===== src/rtl/cdb_arbiter.sv =====
// Round-robin arbiter sharing one registered CDB broadcast port among NUM_REQ functional units.
// Each FU owns a one-entry holding slot so a losing FU stalls only itself.
module cdb_arbiter #(
  parameter int NUM_REQ = 4,
  parameter int PREG_W  = 6,
  parameter int DATA_W  = 32
) (
  input  logic                       clk,
  input  logic                       reset,
  input  logic                       i_squash,
  input  logic [NUM_REQ-1:0]         i_req_valid,
  input  logic [NUM_REQ*PREG_W-1:0]  i_req_preg,
  input  logic [NUM_REQ*DATA_W-1:0]  i_req_data,
  output logic [NUM_REQ-1:0]         o_req_ready,
  output logic                       o_cdb_valid,
  output logic [PREG_W-1:0]          o_cdb_preg,
  output logic [DATA_W-1:0]          o_cdb_data,
  output logic [NUM_REQ-1:0]         o_cdb_src,
  output logic                       o_busy
);

  localparam int PTR_W = $clog2(NUM_REQ);
  localparam logic [PTR_W-1:0] LAST_IDX = PTR_W'(NUM_REQ - 1);

  logic [NUM_REQ-1:0]  r_slot_vld_p0;
  logic [PREG_W-1:0]   r_slot_preg_p0 [NUM_REQ];
  logic [DATA_W-1:0]   r_slot_data_p0 [NUM_REQ];
  logic [PTR_W-1:0]    r_rr_ptr;

  logic                r_cdb_vld_p1;
  logic [PREG_W-1:0]   r_cdb_preg_p1;
  logic [DATA_W-1:0]   r_cdb_data_p1;
  logic [NUM_REQ-1:0]  r_cdb_src_p1;

  logic [PREG_W-1:0]   w_req_preg [NUM_REQ];
  logic [DATA_W-1:0]   w_req_data [NUM_REQ];
  logic [NUM_REQ-1:0]  w_grant;
  logic                w_grant_any;
  logic [PTR_W-1:0]    w_win_idx;
  logic [PTR_W-1:0]    w_rr_next;
  logic [NUM_REQ-1:0]  w_accept;
  logic [NUM_REQ-1:0]  w_load;

  genvar g;
  generate
    for (g = 0; g < NUM_REQ; g++) begin : g_unpack
      assign w_req_preg[g] = i_req_preg[g*PREG_W +: PREG_W];
      assign w_req_data[g] = i_req_data[g*DATA_W +: DATA_W];
      // A zero tag is accepted like any other completion but never occupies the slot.
      assign w_load[g]     = w_accept[g] && (w_req_preg[g] != '0);
    end
  endgenerate

  // Grant depends only on held slots and the pointer, so req_valid never loops into req_ready.
  always_comb begin
    int               idx_full;
    logic [PTR_W-1:0] idx;
    w_grant     = '0;
    w_grant_any = 1'b0;
    w_win_idx   = '0;
    idx_full    = 0;
    idx         = '0;
    for (int k = 0; k < NUM_REQ; k++) begin
      idx_full = (int'(r_rr_ptr) + k) % NUM_REQ;
      idx      = PTR_W'(idx_full);
      if (!w_grant_any && r_slot_vld_p0[idx]) begin
        w_grant[idx] = 1'b1;
        w_grant_any  = 1'b1;
        w_win_idx    = idx;
      end
    end
  end

  assign w_rr_next   = (w_win_idx == LAST_IDX) ? '0 : w_win_idx + 1'b1;
  assign o_req_ready = (reset || i_squash) ? '0 : (~r_slot_vld_p0 | w_grant);
  assign w_accept    = i_req_valid & o_req_ready;

  // Stage p0: per-FU holding slots
  always_ff @(posedge clk) begin
    if (reset || i_squash) begin
      r_slot_vld_p0 <= '0;
    end else begin
      for (int i = 0; i < NUM_REQ; i++) begin
        if (w_accept[i])
          r_slot_vld_p0[i] <= w_load[i];
        else if (w_grant[i])
          r_slot_vld_p0[i] <= 1'b0;
      end
    end
  end

  always_ff @(posedge clk) begin
    for (int i = 0; i < NUM_REQ; i++) begin
      if (w_load[i]) begin
        r_slot_preg_p0[i] <= w_req_preg[i];
        r_slot_data_p0[i] <= w_req_data[i];
      end
    end
  end

  // Stage p1: registered CDB broadcast
  always_ff @(posedge clk) begin
    if (reset) begin
      r_cdb_vld_p1  <= 1'b0;
      r_cdb_preg_p1 <= '0;
      r_cdb_data_p1 <= '0;
      r_cdb_src_p1  <= '0;
      r_rr_ptr      <= '0;
    end else if (i_squash) begin
      r_cdb_vld_p1  <= 1'b0;
      r_cdb_src_p1  <= '0;
      r_rr_ptr      <= '0;
    end else if (w_grant_any) begin
      r_cdb_vld_p1  <= 1'b1;
      r_cdb_preg_p1 <= r_slot_preg_p0[w_win_idx];
      r_cdb_data_p1 <= r_slot_data_p0[w_win_idx];
      r_cdb_src_p1  <= w_grant;
      r_rr_ptr      <= w_rr_next;
    end else begin
      r_cdb_vld_p1  <= 1'b0;
      r_cdb_src_p1  <= '0;
    end
  end

  assign o_cdb_valid = r_cdb_vld_p1;
  assign o_cdb_preg  = r_cdb_preg_p1;
  assign o_cdb_data  = r_cdb_data_p1;
  assign o_cdb_src   = r_cdb_src_p1;
  assign o_busy      = (|r_slot_vld_p0) | r_cdb_vld_p1;

endmodule


===== config.mk =====
export PLATFORM = sky130hd
export DESIGN_NAME = cdb_arbiter
export DESIGN_NICKNAME = d
export VERILOG_FILES = /design/src/rtl/cdb_arbiter.sv
export SDC_FILE = /design/constraint.sdc
export NUM_CORES = 1
export LEC_CHECK = 0
export CAP_MARGIN = 30
export CORE_MARGIN = 1
export CORE_UTILIZATION = 50
export CTS_BUF_LIST = sky130_fd_sc_hd__clkbuf_8
export DETAILED_ROUTE_END_ITERATION = 10
export PLACE_DENSITY = 0.81
export SLEW_MARGIN = 20
export SYNTH_ARGS = -nofsm -noshare
export SYNTH_HDL_FRONTEND = slang
export SYNTH_SLANG_ARGS = --single-unit

===== constraint.sdc =====
create_clock -name clk -period 15.2 [get_ports clk]
set_input_delay 3.04 -clock clk [delete_from_list [all_inputs] [get_ports clk]]
set_output_delay 3.04 -clock clk [all_outputs]
set_load 0.01 [all_outputs]

==> flow_metrics.tcl <==
set metrics [dict create \
    status "finished, final reports clean" \
    yosysTopAreaCell "edfxtp_1" \
    vdd_drop_max_mv 0.128 \
    cts_inserted_buffers 36 \
    synth_top_cell_area_share_pct 51.0 \
    drc 0 \
    grt_max_degree 70 \
    drv_cap 0 \
    leakage_nw 4.22 \
    synthArstFlopShare_pct 0 \
    grt_pass1_vias 7403 \
    antennaDiodeCount 0 \
    ys_ff_latch 201 \
    final_core_util_pct 68.5 \
    endpoint_kind "output pin" \
    io_buffer_count 206 \
    cts_buffer_depth 3 \
    slew_violations 0 \
    core-area_um2 17400 \
    path_common_cell "clkdlybuf4s50_1" \
    ant_nets 0 \
    final_area_um2 11900 \
    htree_levels 2 \
    first_pass_iters 6 \
    tritoncts "done" \
    antenna_found_initial 0 \
    avgViaCountPerCell 6.14 \
    area.growth.synth_to_final_pct 33.2 \
    synth_edf_count 152 \
    start_kind "primary input" \
    grt.total_usage_pct 29.1 \
    worstPathCellList "clkdlybuf4s50_1 -> or2_2 -> nor2_1 -> clkdlybuf4s50_1" \
    fp.dieH_um 136 \
    critical_path_class "in -> out" \
    reg2reg_depth 10 \
    dp_hpwl_mm 16.4 \
    drt-total-wl_mm 26.6 \
    yosys_warnings 0 \
    wl_per_cell_um 21.9 \
    synth_area_per_cell_um2 11.7 \
    grt_pass1_wl_mm 40.1 \
    finalSetupTns_ns 0 \
    synthFlopType "edfxtp_1" \
    yosysMostFrequentCell "edfxtp_1" \
    clock_sinks 201 \
    slew_headroom_pct 35.8 \
    layout.nets 1128 \
    setup_viol 0 \
    synth_area_leaders "edfxtp_1 (51%), dfxtp_1 (11%), nor3_1 (5.9%)" \
    ys_seq_area_share_pct 61.9 \
    final_cells 1216 \
    path_max_fanout 15 \
    gr-total-overflow 0 \
    die_w_um 136 \
    start_util_pct 51.4 \
    mappedNetlistArea_um2 8950 \
    crit_required_ns 12.16 \
    fillers 1294 \
    io_pins 207 \
    finalHoldViolCount 0 \
    cts.clk_slew.worst_paths_ns 0.05 \
    rows 48 \
    cts_resized 0 \
    min_path_cells 1 \
    rsz0062_at_grt "no" \
    critical_path_arrival_ns 4.62 \
    crit_slowest_cell "clkdlybuf4s50_1" \
    routabilityCongestion 0.844 \
    fin_crit_ns 7.66 \
    min_path_type "reg -> reg" \
    dp.cells 1149 \
    worst_pin_slew_ns 0.961 \
    clk_latency_ns 0.52 \
    dieArea_um2 18400 \
    drive_gt1_share_pct 10.3 \
    hold_buffers 0 \
    synth_commonest_cells "edfxtp_1 (152), nor3_1 (106), nand2_1 (77)" \
    post_cts_buffers 0 \
    vias 7470 \
    syn-instance-count 768 \
    clock-root-buffer "clkbuf_8" \
    synth_cell_types 56 \
    p_per_area_nw_per_um2 117 \
    fin_crit_sh_pct 50.4 \
    first_iter_violations 766 \
    slowest_delay_ns 0.54 \
    fmax_mhz 131 \
    synth_nets 933 \
    fin_skew_ns 0.0146 \
    dpl_cell_area_um2 11200 \
]
==> stage by stage <==
stage	hold WS (ns)	total power, mW	worst slack (ns)
global placement	0.472	0.904	7.55
floorplan	0.531	0.792	8.32
finish	0.486	1.40	7.54
global route	0.527	1.46	7.46
detailed placement	0.475	0.921	7.54
CTS	0.487	1.41	7.54
==> critical path: cells and delay by family <==
kind / cells / cell delay (ns)
buffers and inverters: 2 / 0.99
and+or+nand+nor: 2 / 0.58
==> area by class of cell <==
cell class / instances / area, um2 / area share, %
repair buffers: 224 / 2260 / 18.9
flip-flops and latches: 201 / 5550 / 46.5
well taps: 225 / 282 / 2.36
clock inverters: 25 / 131 / 1.10
inverters: 3 / 11.3 / 0.0944
clock buffers: 41 / 564 / 4.73
multi-input cells: 497 / 3140 / 26.3
==> layout by cell type (no fill, tap or decap), types with 4 or more instances in the layout <==
| cell | synthesis | routed |
|---|---|---|
| a211o_1 | 29 | 29 |
| a21oi_1 | 16 | 15 |
| a221o_1 | 9 | 9 |
| a221oi_1 | 4 | 4 |
| a22oi_1 | 19 | 19 |
| a2bb2oi_1 | 4 | 4 |
| a31oi_1 | 10 | 10 |
| a32oi_1 | 28 | 28 |
| and2_1 | 5 | 4 |
| buf_4 | 1 | 14 |
| clkbuf_8 | 0 | 41 |
| clkdlybuf4s50_1 | 0 | 206 |
| clkinv_1 | 1 | 6 |
| dfxtp_1 | 49 | 49 |
| edfxtp_1 | 152 | 152 |
| ha_1 | 6 | 6 |
| inv_1 | 2 | 16 |
| nand2_1 | 77 | 77 |
| nand2b_1 | 4 | 4 |
| nand3_1 | 15 | 14 |
| nor2_1 | 75 | 74 |
| nor3_1 | 106 | 102 |
| nor3_2 | 0 | 4 |
| nor4_1 | 10 | 10 |
| o31ai_1 | 23 | 23 |
| o31ai_2 | 10 | 10 |
| or4_1 | 4 | 4 |
==> per-layer routing <==
| metal | global-route usage (%) | vias to the layer above | wire length [um] |
|---|---|---|---|
| li1 | - | 3355 | - |
| met1 | 36.6 | 3584 | 10100 |
| met2 | 47.9 | 464 | 12800 |
| met3 | 6.67 | 67 | 2850 |
| met4 | 13.3 | 0 | 934 |
| met5 | 0 | - | 0 |
==> where the power goes <==
group	total [mW]	switching [mW]	internal, mW
sequential	0.638	0.0175	0.620
clock	0.487	0.223	0.264
combinational	0.277	0.154	0.122
==> cells by family (layout without fill, tap and decap cells) <==
group / count (synthesis) / count (layout) / share of synthesized area [%]
flip-flops: 201 / 201 / 61.9
AND/OR/NAND/NOR: 312 / 312 / 16.3
multiplexers: 9 / 9 / 1.47
buffers and inverters: 70 / 293 / 3.76
adder cells (fa/ha/maj): 6 / 6 / 0.838
XOR/XNOR: 1 / 1 / 0.0978
AO/OA/AOI/OAI: 169 / 169 / 15.6
==> worst paths after layout <==
path	start	end	slack, ns
max	reset	o_req_ready[1]	7.54
min	o_cdb_data[10]$_SDFFE_PP0P_	o_cdb_data[10]$_SDFFE_PP0P_	0.49
max reg2reg	r_rr_ptr[0]$_SDFFE_PP0N_	r_slot_data_p0[0][0]$_DFFE_PP_	10.61
min reg2reg	o_cdb_data[10]$_SDFFE_PP0P_	o_cdb_data[10]$_SDFFE_PP0P_	0.49
==> registers in the layout, summed over array words and instances (netlist names) <==
name,count
o_cdb_src,4
o_cdb_valid,1
r_slot_preg_p0,24
r_rr_ptr,2
r_slot_data_p0,128
o_cdb_data,32
o_cdb_preg,6
r_slot_vld_p0,4
Note: power is estimated with default switching activity, not from simulation.
